[config.mk]
export PLATFORM = sky130hd
export DESIGN_NAME = ripple_count_extender
export DESIGN_NICKNAME = d
export VERILOG_FILES = /design/src/rtl/rce_pkg.sv /design/src/rtl/rce_sync.sv /design/src/rtl/ripple_count_extender.sv
export SDC_FILE = /design/constraint.sdc
export NUM_CORES = 1
export LEC_CHECK = 0
export CORE_MARGIN = 2
export CORE_UTILIZATION = 50
export CTS_BUF_LIST = sky130_fd_sc_hd__clkbuf_2 sky130_fd_sc_hd__clkbuf_4 sky130_fd_sc_hd__clkbuf_8
export CTS_CLUSTER_DIAMETER = 200
export CTS_CLUSTER_SIZE = 20
export DETAILED_ROUTE_END_ITERATION = 10
export PLACE_DENSITY = 0.82
export SETUP_SLACK_MARGIN = 0.4
export SLEW_MARGIN = 0
export SYNTH_ARGS = -nofsm -noshare
export SYNTH_HDL_FRONTEND = slang
export SYNTH_HIERARCHICAL = 1
export SYNTH_SLANG_ARGS = --single-unit
[constraint.sdc]
create_clock -name clk -period 2.45 [get_ports clk]
set_clock_uncertainty 0.15 [all_clocks]
set_input_delay 0.49 -clock clk [delete_from_list [all_inputs] [get_ports clk]]
set_output_delay 0.49 -clock clk [all_outputs]
set_load 0.02 [all_outputs]
[src/rtl/rce_pkg.sv]
// rtl/rce_pkg.sv - shared types, default widths and Gray helper for ripple_count_extender
package rce_pkg;

   localparam int RCE_CNT_W = 4;
   localparam int RCE_EXT_W = 8;

   typedef enum logic [1:0] {
      IDLE  = 2'd0,
      ARMED = 2'd1,
      FIRED = 2'd2
   } cmp_state_t;

   // Widest supported counter is 32 bits; callers zero-extend and truncate.
   function automatic logic [31:0] gray2bin(input logic [31:0] i_gray);
      logic [31:0] w_bin;
      w_bin[31] = i_gray[31];
      for (int i = 30; i >= 0; i--) begin
         w_bin[i] = w_bin[i+1] ^ i_gray[i];
      end
      return w_bin;
   endfunction

endpackage

[src/rtl/rce_sync.sv]
// rtl/rce_sync.sv - multi-flop vector synchroniser for asynchronous inputs
module rce_sync #(
   parameter int WIDTH       = 4,
   parameter int SYNC_STAGES = 2
) (
   input  logic             clk,
   input  logic             reset,
   input  logic [WIDTH-1:0] i_d,
   output logic [WIDTH-1:0] o_q
);

   logic [WIDTH-1:0] r_stage [SYNC_STAGES];

   always_ff @(posedge clk or posedge reset) begin
      if (reset) begin
         for (int i = 0; i < SYNC_STAGES; i++) begin
            r_stage[i] <= '0;
         end
      end else begin
         r_stage[0] <= i_d;
         for (int i = 1; i < SYNC_STAGES; i++) begin
            r_stage[i] <= r_stage[i-1];
         end
      end
   end

   assign o_q = r_stage[SYNC_STAGES-1];

endmodule

[src/rtl/ripple_count_extender.sv]
// rtl/ripple_count_extender.sv - synchronise, filter and extend a ripple counter with compare interrupt
// Optional: define RCE_GRAY_IN_EN when cnt_in is Gray-coded.
module ripple_count_extender
   import rce_pkg::*;
#(
   parameter int CNT_W       = RCE_CNT_W,
   parameter int EXT_W       = RCE_EXT_W,
   parameter int SYNC_STAGES = 2
) (
   input  logic                   clk,
   input  logic                   reset,
   input  logic [CNT_W-1:0]       cnt_in,
   input  logic                   cnt_clr,
   input  logic                   cmp_en,
   input  logic [CNT_W+EXT_W-1:0] cmp_val,
   input  logic                   irq_ack,
   output logic [CNT_W+EXT_W-1:0] count_out,
   output logic                   count_vld,
   output logic                   match_pulse,
   output logic                   match_irq,
   output logic                   overflow
);

   logic [CNT_W-1:0] w_sync_q;
   logic [CNT_W-1:0] w_bin_q;
   logic [CNT_W-1:0] r_prev_q;
   logic [CNT_W-1:0] r_stable;
   logic [EXT_W-1:0] r_ext;
   logic             r_vld;
   logic             r_ovf;
   logic             w_accept;
   logic             w_wrap;
   logic             w_match;
   cmp_state_t       r_state;
   logic             r_pulse;
   logic             r_irq;

   rce_sync #(
      .WIDTH       (CNT_W),
      .SYNC_STAGES (SYNC_STAGES)
   ) u_sync (
      .clk   (clk),
      .reset (reset),
      .i_d   (cnt_in),
      .o_q   (w_sync_q)
   );

`ifdef RCE_GRAY_IN_EN
   assign w_bin_q = CNT_W'(gray2bin(32'(w_sync_q)));
`else
   assign w_bin_q = w_sync_q;
`endif

   // Two identical consecutive samples reject mid-ripple transient codes.
   assign w_accept = (w_bin_q == r_prev_q);
   assign w_wrap   = (w_bin_q < r_stable);

   always_ff @(posedge clk or posedge reset) begin
      if (reset) begin
         r_prev_q <= '0;
         r_stable <= '0;
         r_ext    <= '0;
         r_vld    <= 1'b0;
         r_ovf    <= 1'b0;
      end else begin
         r_prev_q <= w_bin_q;
         if (w_accept) begin
            r_stable <= w_bin_q;
         end
         if (cnt_clr) begin
            r_ext <= '0;
            r_ovf <= 1'b0;
            r_vld <= 1'b0;
         end else if (w_accept) begin
            r_vld <= 1'b1;
            if (w_wrap) begin
               if (&r_ext) begin
                  r_ovf <= 1'b1;
               end
               r_ext <= r_ext + 1'b1;
            end
         end
      end
   end

   assign count_out = {r_ext, r_stable};
   assign count_vld = r_vld;
   assign overflow  = r_ovf;
   assign w_match   = r_vld && (count_out == cmp_val);

   always_ff @(posedge clk or posedge reset) begin
      if (reset) begin
         r_state <= IDLE;
         r_pulse <= 1'b0;
         r_irq   <= 1'b0;
      end else begin
         r_pulse <= 1'b0;
         case (r_state)
            IDLE: begin
               if (cmp_en) begin
                  r_state <= ARMED;
               end
            end
            ARMED: begin
               if (!cmp_en) begin
                  r_state <= IDLE;
               end else if (w_match) begin
                  r_state <= FIRED;
                  r_pulse <= 1'b1;
                  r_irq   <= 1'b1;
               end
            end
            FIRED: begin
               // Matches are ignored here, including one coinciding with the ack.
               if (irq_ack) begin
                  r_irq   <= 1'b0;
                  r_state <= cmp_en ? ARMED : IDLE;
               end
            end
            default: begin
               r_state <= IDLE;
            end
         endcase
      end
   end

   assign match_pulse = r_pulse;
   assign match_irq   = r_irq;

endmodule
* Yosys cells after proc, flatten, opt, wreduce, memory -nomap -nowiden
Index checks and enable logic that the tools add are counted.
Cells by class: order comparisons 1, add/sub/neg operators 1, eq/ne operators 9, reduce and logical (&&, ||, !) cells 11, mux-type cells 22
Operators with widths (count):
- two-way mux 8 bit | 3
- two-way mux 1 bit | 13
- equality test 12 bit | 1
- adder 8 x 1 -> 8 bit (second input constant) | 1
- two-way mux 2 bit | 4
- != test 2 bit (second input constant) | 4
- AND reduction 8 bit | 1
- nonzero test 2 bit | 4
- one-hot mux 2 bit (3 select lines) | 1
- AND reduction 3 bit | 2
- equality test 4 bit | 1
- < comparator 4 bit | 1
- AND reduction 4 bit | 1
- != test 3 bit (second input constant) | 1
- equality test 2 x 1 -> 1 bit (second input constant) | 1
- equality test 2 bit (second input constant) | 1
- zero test 2 bit | 1
- one-hot mux 1 bit (2 select lines) | 1
- AND reduction 2 bit | 1
- logical AND 1 bit | 1
Storage, ports and cells: logic and storage cells 54, input port bits 21, output and inout bits 16, register bits 30

* Logic depth before layout (Yosys ltp)
Gate-level depths: netlist of the first run.
depth after elaboration 5, mapped depth 7, gate-level depth less buffers 7

* Cells and area by module
Netlist of the first run, hierarchy kept.
Modules (own cells, without submodules):
- ripple_count_extender | sequential area each 550.5 um2, cells an instance 109, times used 1, area each 1182.4 um2
- rce_sync | sequential area each 200.2 um2, cells an instance 13, times used 1, area each 234.0 um2

* Worst setup path before layout of the first run
Ideal clock, no wire load.
path kind flip-flop to flip-flop, start point register r_stable[1], end point register r_ovf, in the netlist overflow, slack 0.229 ns, cell stages (with the launch flop) 7, required time 2.222 ns, arrival 1.993 ns, library setup time 0.078 ns, path buffers 0, period minus slack after synthesis 2.221 ns, path through dfrtp_1 inv_1 ha_1 a2111oi_4 nor2_2 or4_1 a21oi_1
Between the ends: cells in the longest elaborated chain, start to end 3
Ends and longest elaborated chain:
- start: declaration | line ripple_count_extender.sv:27 | logic [CNT_W-1:0] r_stable;
- start signal: assignment | line ripple_count_extender.sv:68 | r_stable <= w_bin_q;
- < comparator 4 bit | line ripple_count_extender.sv:56 | assign w_wrap = (w_bin_q < r_stable);
- nonzero test 2 bit (no source line)
- AND reduction 3 bit (no source line)
- end signal: assignment | line ripple_count_extender.sv:64 | r_ovf <= 1'b0;
- end signal: assignment | line ripple_count_extender.sv:72 | r_ovf <= 1'b0;
- end signal: assignment | line ripple_count_extender.sv:78 | r_ovf <= 1'b1;
- end: declaration | line ripple_count_extender.sv:30 | logic r_ovf;
Every way passes these cells. A chain may end at the register's enable or synchronous reset.

* Final worst setup path of the first run
start point register u_sync.r_stage (netlist bit u_sync/o_q[2]), end point register r_ovf, in the netlist overflow
Between the ends: cells in the longest elaborated chain, start to end 3, elaborated cells between the ends (all ways) 5, those cells by class order compare: 1; eq/ne: 1; reduce/logical: 3
Ends and longest elaborated chain:
- start: declaration | line rce_sync.sv:12 | logic [WIDTH-1:0] r_stage [SYNC_STAGES];
- start signal: indexed assignment | line rce_sync.sv:22 | r_stage[i] <= r_stage[i-1];
- < comparator 4 bit or equality test 4 bit (tied branches) | line ripple_count_extender.sv:56, ripple_count_extender.sv:55
- nonzero test 2 bit (no source line)
- AND reduction 3 bit (no source line) *
Mark *: on every way between the ends. The rest lies on a longest branch, timed or not.

==> results of run 1 <==
## cells in the mapped netlist, types with 2 or more instances
| master | number |
|---|---|
| or4_1 | 4 |
| inv_1 | 6 |
| nor2_1 | 7 |
| dfrtp_1 | 30 |
| buf_4 | 4 |
| o21ai_0 | 4 |
| mux2_2 | 2 |
| nand3_1 | 2 |
| and2_1 | 2 |
| o211ai_1 | 2 |
| ha_1 | 4 |
| xor2_1 | 7 |
| a21oi_1 | 5 |
| xnor2_1 | 12 |
| o31ai_1 | 3 |
| nand2_1 | 7 |
| nand4_1 | 3 |
## per-stage QoR
stage | hold slack [ns] | total power [uW] | util [%] | cell area, um^2 | worst slack [ns]
4_1_cts | 0.206 | 1230 | 69.4 | 1900 | 0.326
2_1_floorplan | 0.156 | 785 | - | 1440 | 0.404
6_report | 0.204 | 1220 | 70.4 | 1930 | 0.339
5_1_grt | 0.214 | 1290 | 70.4 | 1930 | 0.245
3_3_place_gp | 0.182 | 896 | 66.3 | 1810 | 0.294
3_5_place_dp | 0.186 | 909 | 66.3 | 1810 | 0.281
## critical path: stages (launching register included)
cell and delay (ns):
dfrtp_2 0.45, xor2_2 0.19, nor4_4 0.33, nand4_2 0.22, or4_4 0.56, a21oi_2 0.13
## power breakdown
group	internal [uW]	switching, uW	total, uW	leakage (uW)
clock network	150	168	318	0.0000387
registers	534	41.6	576	0.000378
logic	164	165	328	0.000421
## flip-flops by register name, summed over array words and instances (netlist names)
register        count
count_vld           1
r_ext               8
r_state             2
r_stable            4
r_prev_q            4
overflow            1
u_sync/o_q          4
match_pulse         1
match_irq           1
u_sync/r_stage      4
## logic make-up after synthesis
group / after synthesis / synth area share, %
XOR/XNOR: 19 / 11.7
AO/OA/AOI/OAI: 20 / 10.2
buffers and inverters: 12 / 4.24
flip-flops: 30 / 53.0
multiplexers: 3 / 2.30
AND/OR/NAND/NOR: 34 / 14.9
adder cells (fa/ha/maj): 4 / 3.53
## worst max path at each step
| stage | start | end | slack [ns] |
|---|---|---|---|
| floorplan | u_sync/o_q[1] | overflow | 0.40 |
| global placement | cmp_val[2] | r_state[1] | 0.29 |
| detailed placement | cmp_val[5] | r_state[1] | 0.28 |
| CTS | u_sync/o_q[1] | overflow | 0.33 |
| global route | u_sync/o_q[2] | r_ext[6] | 0.25 |
| finish | u_sync/o_q[2] | overflow | 0.34 |
## timing repair
action | 4_1_cts | 5_1_grt
pin swaps | 3 | 3
setup buffers | 4 | 0
hold buffers | 0 | 0
gates resized for setup | 11 | 7
endpoints found under the setup margin | 14 | 5
## final cells by class
type	instances	area, um^2
clock inverters	1	5.00
clock buffers	7	58.8
multi-input cells	80	651
well taps	31	38.8
inverters	6	22.5
repair buffers	42	394
flip-flops and latches	30	756
fillers	201	808
## routing by layer
layer	part of all wire, %	routed length (um)	GRT usage [%]
met3	4.3	133	7.03
met5	0	0	0
met2	49	1510	31.9
met4	2.5	78	9.63
met1	44	1350	27.2
==> impl_metrics.env, run 1 <==
export IMPL_status="finished clean"
export IMPL_netlist_top_cells_area="dfrtp_1 (53%), xnor2_1 (7.4%), xor2_1 (4.3%)"
export IMPL_finalCritPeriodShare_pct=86.1
export IMPL_stdcell_count=197
export IMPL_cp_max_fo=7
export IMPL_drtIter0Drc=33
export IMPL_htreeDepth=2
export IMPL_async_flop_share_pct=100
export IMPL_dp_cells=185
export IMPL_netlist_area_mm2=0.00142
export IMPL_grt_overflow=0
export IMPL_power_leakage_uw=0.000838
export IMPL_drt_pass1_iter_count=4
export IMPL_ys_flop_type="dfrtp_1"
export IMPL_cp_arrival_ns=2.22
export IMPL_relSlewSlack_pct=70.9
export IMPL_startpoint_type="flip-flop"
export IMPL_cp_data_required_time_ns=2.56
export IMPL_syn_to_final_growth_pct=36.0
export IMPL_die_h_um=57.2
export IMPL_min_path_type="flip-flop to flip-flop"
export IMPL_fin_crit_ns=2.11
export IMPL_final_cell_mix="clkdlybuf4s50_1 (27), dfrtp_1 (26), xnor2_1 (12)"
export IMPL_insertion_delay_ns=0.34
export IMPL_hold_end="u_sync/o_q[0]"
export IMPL_hold_viol=0
export IMPL_drc_errors=0
export IMPL_cts_tree="built"
export IMPL_fp_row_count=19
export IMPL_wire_per_inst_um=15.6
export IMPL_p_per_area_mw_per_mm2=635
export IMPL_drive_gt1_share_pct=21.1
export IMPL_rsz0062_at_grt="yes"
export IMPL_fmax_ghz=0.474
export IMPL_grt_max_degree=23
export IMPL_grt_pass1_vias=1070
export IMPL_antenna_cells=0
export IMPL_synth_cells=122
export IMPL_synth_edf_count=0
export IMPL_ant_nets=0
export IMPL_ioPinCount=37
export IMPL_core_mm2=0.00273
export IMPL_holdPathStages=0
export IMPL_vias_per_cell=5.44
export IMPL_grt_use_total_pct=20.9
export IMPL_reg2reg_slack_ns=0.34
export IMPL_setup_viol=0
export IMPL_cts_buffer_depth=2
export IMPL_synthesis_nets=147
export IMPL_critPathCaptureType="flip-flop"
export IMPL_crit_type="flip-flop to flip-flop"
export IMPL_peakVddDrop_mv=0.493
export IMPL_maxCapViolCount=0
export IMPL_final_nets=190
export IMPL_chipWidth_um=57.2
export IMPL_gp_congestion=0.790
export IMPL_worst_pin_slew_ns=0.435
export IMPL_totalWireLength_um=3070
export IMPL_reg2reg_to="overflow"
export IMPL_portBuffers=36
export IMPL_yosys_area_top_type="dfrtp_1"
export IMPL_mostFrequentLayoutCell="clkdlybuf4s50_1"
export IMPL_maxSlewViolCount=0
export IMPL_start_util_pct=51.8
export IMPL_avgSynthCellArea_um2=11.6
export IMPL_synth_top_area_share_pct=53.0
export IMPL_yosysUniqueCellTypes=35
export IMPL_place_hpwl_um=2230
export IMPL_cts_root_buf="clkbuf_4"
export IMPL_ys_ff_latch=30
export IMPL_route_vias_total=1071
export IMPL_reg2regPathDepth=5
export IMPL_cts_buffers=5
export IMPL_fin_setup_tns_ns=0
export IMPL_yosysSeqAreaShare_pct=53.0
export IMPL_yosysWarnings=6
export IMPL_reg2reg_from="u_sync/o_q[2]"
export IMPL_grt_pass1_wl_um=5110
export IMPL_cts_sinks=30
export IMPL_clkTransAtPathRegs_ns=0.09
export IMPL_hp_start="u_sync/r_stage[4]"
export IMPL_antenna_found_initial=0
export IMPL_design_die_area_mm2=0.00327
Power figures use the tool's default switching activity.
==> inputs of run 2 (changes only) <==
--- a/config.mk
+++ b/config.mk
@@ -9,7 +9,6 @@
 export CORE_UTILIZATION = 50
 export CTS_BUF_LIST = sky130_fd_sc_hd__clkbuf_2 sky130_fd_sc_hd__clkbuf_4 sky130_fd_sc_hd__clkbuf_8
 export CTS_CLUSTER_DIAMETER = 200
-export CTS_CLUSTER_SIZE = 20
 export DETAILED_ROUTE_END_ITERATION = 10
 export PLACE_DENSITY = 0.82
 export SETUP_SLACK_MARGIN = 0.4
==> results of run 2 <==
The final DEF is identical to that of run 1; final timing and power are the same.
